### src/rtl/cpu_stack_file.sv
// Operand-stack register file: one commit per cycle (pop N, optional push), registered
// top-of-stack view with per-entry valid bits, occupancy, flush and sticky error flags.
module cpu_stack_file #(
    parameter int DATA_W = 35,
    parameter int DEPTH  = 64,
    parameter int POP_W  = 11,
    parameter int READ_N = 2
) (
    input  logic                       clk,
    input  logic                       rst,
    input  logic                       flush,
    input  logic                       commit,
    input  logic [POP_W-1:0]           pop_cnt,
    input  logic                       push,
    input  logic [DATA_W-1:0]          push_data,
    output logic [READ_N*DATA_W-1:0]   top_data,
    output logic [READ_N-1:0]          top_valid,
    output logic [$clog2(DEPTH+1)-1:0] depth,
    output logic                       empty,
    output logic                       full,
    output logic                       overflow,
    output logic                       underflow
);

    localparam int DW = $clog2(DEPTH + 1);
    localparam int AW = $clog2(DEPTH);
    localparam int CW = ((POP_W > DW) ? POP_W : DW) + 1;

    logic [DATA_W-1:0]        mem [DEPTH];
    logic [CW-1:0]            k_ext;
    logic [CW-1:0]            d_ext;
    logic [CW-1:0]            d1;
    logic [CW-1:0]            nd_ext;
    logic [DW-1:0]            nd;
    logic                     under;
    logic                     wr;
    logic                     drop;
    logic [AW-1:0]            idx;
    logic [READ_N*DATA_W-1:0] top_next;
    logic [READ_N-1:0]        valid_next;

    always_comb begin
        k_ext  = CW'(pop_cnt);
        d_ext  = CW'(depth);
        under  = k_ext > d_ext;
        d1     = under ? '0 : d_ext - k_ext;
        wr     = push && (d1 < CW'(DEPTH));
        drop   = push && !wr;
        nd_ext = wr ? d1 + CW'(1) : d1;
        nd     = DW'(nd_ext);

        // The post-commit view is built here so the outputs can be registered;
        // a slot being written this cycle is forwarded from push_data.
        top_next   = '0;
        valid_next = '0;
        idx        = '0;
        for (int unsigned i = 0; i < READ_N; i++) begin
            if (DW'(i) < nd) begin
                idx           = AW'(nd - DW'(1) - DW'(i));
                valid_next[i] = 1'b1;
                if (wr && (CW'(idx) == d1))
                    top_next[i*DATA_W +: DATA_W] = push_data;
                else
                    top_next[i*DATA_W +: DATA_W] = mem[idx];
            end
        end
    end

    always_ff @(posedge clk) begin
        if (rst || flush) begin
            depth     <= '0;
            empty     <= 1'b1;
            full      <= 1'b0;
            top_valid <= '0;
            top_data  <= '0;
            overflow  <= 1'b0;
            underflow <= 1'b0;
        end else if (commit) begin
            depth     <= nd;
            empty     <= (nd == '0);
            full      <= (nd == DW'(DEPTH));
            top_valid <= valid_next;
            top_data  <= top_next;
            if (under)
                underflow <= 1'b1;
            if (drop)
                overflow <= 1'b1;
        end
    end

    always_ff @(posedge clk) begin
        if (!rst && !flush && commit && wr)
            mem[AW'(d1)] <= push_data;
    end

endmodule

### config.mk
export PLATFORM = sky130hd
export DESIGN_NAME = cpu_stack_file
export DESIGN_NICKNAME = d
export VERILOG_FILES = /design/src/rtl/cpu_stack_file.sv
export SDC_FILE = /design/constraint.sdc
export NUM_CORES = 2
export LEC_CHECK = 0
export CORE_ASPECT_RATIO = 0.6
export CORE_MARGIN = 8
export CORE_UTILIZATION = 63
export DETAILED_ROUTE_END_ITERATION = 6
export PLACE_DENSITY = 0.85
export REMOVE_ABC_BUFFERS = 1
export SLEW_MARGIN = 5
export SYNTH_ARGS = -nofsm -noshare
export SYNTH_HDL_FRONTEND = slang
export SYNTH_SLANG_ARGS = --single-unit
### constraint.sdc
create_clock -name clk -period 10.5 [get_ports clk]
set_input_delay 2.1 -clock clk [delete_from_list [all_inputs] [get_ports clk]]
set_output_delay 2.1 -clock clk [all_outputs]
set_load 0.02 [all_outputs]
==> metrics.txt <==
Clock H-tree levels=4; dpl cells=8374; # IOs=134; clk sinks=2323; critical path's top delay family=compound AO/OA/AOI/OAI gates; IO Port Bufs=133; Unique masters post-synth=82; synthesized area per cell=16.98 sq um; Slew Limit Headroom=-0.5411%; Crit path arrival time=9.63 ns; vias per cell=8.035; die area=184400 sq um; Num CTS Buffers=205; Critical Path Max Stage Delay=1.00 ns; sequential area share after synthesis=64.18%; mean routed wirelength per cell=39.43 um; Placer Congestion=0.8883; worst-path fanout max=36; P per Cell Area=165.0 nW/um^2; worst path bufs/invs=3; Critical Path, Cell by Cell=clkdlybuf4s50_1 -> ha_1 -> fa_1 -> nor2b_1 -> o2111ai_1 -> a21oi_1 -> nor2_1 -> nor2_1 -> ha_1 -> o2111a_1 -> a32oi_1 -> a211oi_1 -> nor4b_2 -> a21oi_1 -> o21ai_4 -> buf_4 -> nor2_2 -> buf_4 -> a222oi_1 -> o211ai_1; Final Hold Vio Count=0; most frequent cells in the layout=edfxtp_1, nand2_1, mux4_2; Worst-Margin Slew=1.508 ns; largest net degree at the start of global routing=156; Final Non-Filler Cells=8743; Area Overhead vs Synth=9.959%; Max Root-Sink Buffers=4; crit path kind=in2reg; FFs w/ async S/R, synth=0%; DP Wirelength=188300 um; setup bufs post-CTS=0; initial antenna violation count=11; vias in the first global route=71210; min Tclk post-route=8.926 ns; clk_lat worst skew=0.87 ns; Max Slew Vio Count=17; Max Cap Viol=1; 1st-iter DRT viols=14440; Core Region=169500 sq um; GRT Resource Usage Total=36.91%; Synth warnings=0; # resized after CTS=0; clk_skew=0.05247 ns; Worst Hold Class=reg2reg; via count=70250; synthesized area=107400 sq um; GRT overflow=0; worst vdd ir=0.1724 mV; clock root buffer master=clkbuf_16; layout cell share with drive strength beyond 1=24.79%; Final Cycle Share=85.01%; RSZ-0062 raised after global routing=no; Post-synth EDFFs=2240; first-pass GRT wire length=492300 um; ANT nets after route=0; DRT Pass-1 Iters=7; critical path's slowest cell=a222oi_1; Initial Utilization=63.36%; CTS tree=yes; row cnt=117; startpoint class of the critical path=input pin; Die Span Y=335.8 um; Critical Path Sink Type=register; outcome=finished, violations left; CP Data Required Time=11.20 ns; Syn Inst Count=6325; Fmax achieved=0.1120 GHz; nets=6383; clk slew on worst S/H paths=0.07 ns; DRC=3; commonest non-fill, non-tap cell in the layout=edfxtp_1; FF+latch count, synth=2323; failing checks=design-rule violations, max-capacitance violations, max-slew violations; hold buffer count at cts=0; Static Leakage=37.74 nW; setup violators final=0; Die X=549.0 um; Synth Flop Type=edfxtp_1; fin util=69.67%; final WL=344800 um
-- registers in the layout, summed over array words and instances, names as in the netlist --
signal / cells
depth: 7
top_valid: 2
overflow: 1
full: 1
top_data: 70
empty: 1
underflow: 1
mem: 2240
-- cells in the mapped netlist (4+ instances only) --
| library cell | instances | area [sq um] |
|---|---|---|
| edfxtp_1 | 2240 | 67260 |
| nand2_1 | 1117 | 4193 |
| mux4_2 | 1026 | 23110 |
| nand3_1 | 373 | 1867 |
| clkbuf_1 | 366 | 1374 |
| a31oi_1 | 154 | 963.4 |
| nor2_1 | 119 | 446.7 |
| mux2i_1 | 94 | 940.9 |
| buf_2 | 90 | 450.4 |
| dfxtp_1 | 83 | 1662 |
| a22o_1 | 65 | 569.3 |
| a21oi_1 | 59 | 295.3 |
| a211o_1 | 56 | 490.5 |
| and3_1 | 48 | 300.3 |
| a311oi_1 | 44 | 385.4 |
| a32o_1 | 43 | 430.4 |
| buf_1 | 38 | 142.6 |
| a32oi_1 | 34 | 297.8 |
| nor3_1 | 28 | 140.1 |
| a222oi_1 | 26 | 260.3 |
| o211ai_1 | 26 | 195.2 |
| o21ai_0 | 16 | 80.08 |
| inv_1 | 14 | 52.55 |
| o2111ai_1 | 13 | 113.9 |
| a311o_1 | 11 | 110.1 |
| ha_1 | 10 | 125.1 |
| xnor2_1 | 9 | 78.83 |
| o22a_1 | 8 | 70.07 |
| o22ai_1 | 7 | 43.79 |
| a211oi_1 | 6 | 45.04 |
| nand4_1 | 6 | 37.54 |
| or2_2 | 6 | 37.54 |
| or3_1 | 5 | 31.28 |
| and4_1 | 4 | 35.03 |
| buf_6 | 4 | 45.04 |
| nand3b_1 | 4 | 30.03 |
| nor2b_1 | 4 | 25.02 |
| nor4_1 | 4 | 25.02 |
| o2111a_1 | 4 | 45.04 |
| xor2_1 | 4 | 35.03 |
-- final timing paths --
check | startpoint | to | slack, ns | cells after the start
worst max-delay path | pop_cnt[0] | top_data[30]$_SDFFE_PP0P_ | 1.57 | 20
worst min-delay path | top_valid[0]$_SDFFE_PP0P_ | top_valid[0]$_SDFFE_PP0P_ | 0.47 | 2
worst max register to register | depth[0]$_SDFFE_PP0P_ | top_data[30]$_SDFFE_PP0P_ | 2.74 | 20
worst min register to register | top_valid[0]$_SDFFE_PP0P_ | top_valid[0]$_SDFFE_PP0P_ | 0.47 | 2
-- layout make-up --
cell class	instances	area [sq um]
sequential	2323	68930
clock buffer	253	5483
clock inverter	108	1031
inverter	15	63.81
timing repair buffer	288	2653
tap	2261	2829
antenna	7	17.52
multi-input combinational	3488	37090
fill	9758	51420
-- kinds of logic (layout without fill, tap and decap cells) --
group                      count (synthesis)  in the layout  share of synthesized area [%]
DFF                                     2323           2323                          64.18
and+or+nand+nor                         1728           1728                          6.749
muxes                                   1122           1122                          22.41
AOI/OAI and AO/OA                        609            609                          4.401
buffers and inverters                    514            664                          1.933
xor gates and xnor gates                  18             18                         0.1934
adders and majority gates                 11             11                         0.1351
other                                      0              7                              0
-- worst reg2reg max path, cell delays in order (launching register included) --
cell and delay, ns:
dfxtp_1 0.43, inv_1 0.08, ha_1 0.22, fa_1 0.44, nor2b_1 0.23, o2111ai_1 0.16
a21oi_1 0.33, nor2_1 0.25, nor2_1 0.28, ha_1 0.34, o2111a_1 0.26, a32oi_1 0.22
a211oi_1 0.67, nor4b_2 0.55, a21oi_1 0.36, o21ai_4 0.20, buf_4 0.88, nor2_2 0.11
buf_4 0.34, a222oi_1 1.02, o211ai_1 0.22
-- metal layers --
layer	routed length, um	track usage, %	vias to the layer above
met5	68	0	-
li1	-	-	26040
met1	103200	46.78	34480
met4	27680	23.30	10
met2	148600	53.92	7886
met3	65220	14.54	1839
-- metrics by stage --
step	TNS, ns	setup WS [ns]	total power [W]	hold WS (ns)	area [sq um]
floorplan	-6819.95	-106.10	0.01237	0.5450	105400
global placement	0	1.221	0.01194	0.4559	111500
detailed placement	0	1.104	0.01199	0.4611	111500
CTS	0	1.966	0.01940	0.4704	118100
global route	0	1.488	0.01983	0.4970	118100
finish	0	1.574	0.01949	0.4667	118100
-- report_power, final --
group	internal [W]	switching [W]
registers	0.0102	0.0000106
clock network	0.00416	0.00345
logic	0.000626	0.00108
Note: power is estimated with default switching activity, not from simulation.
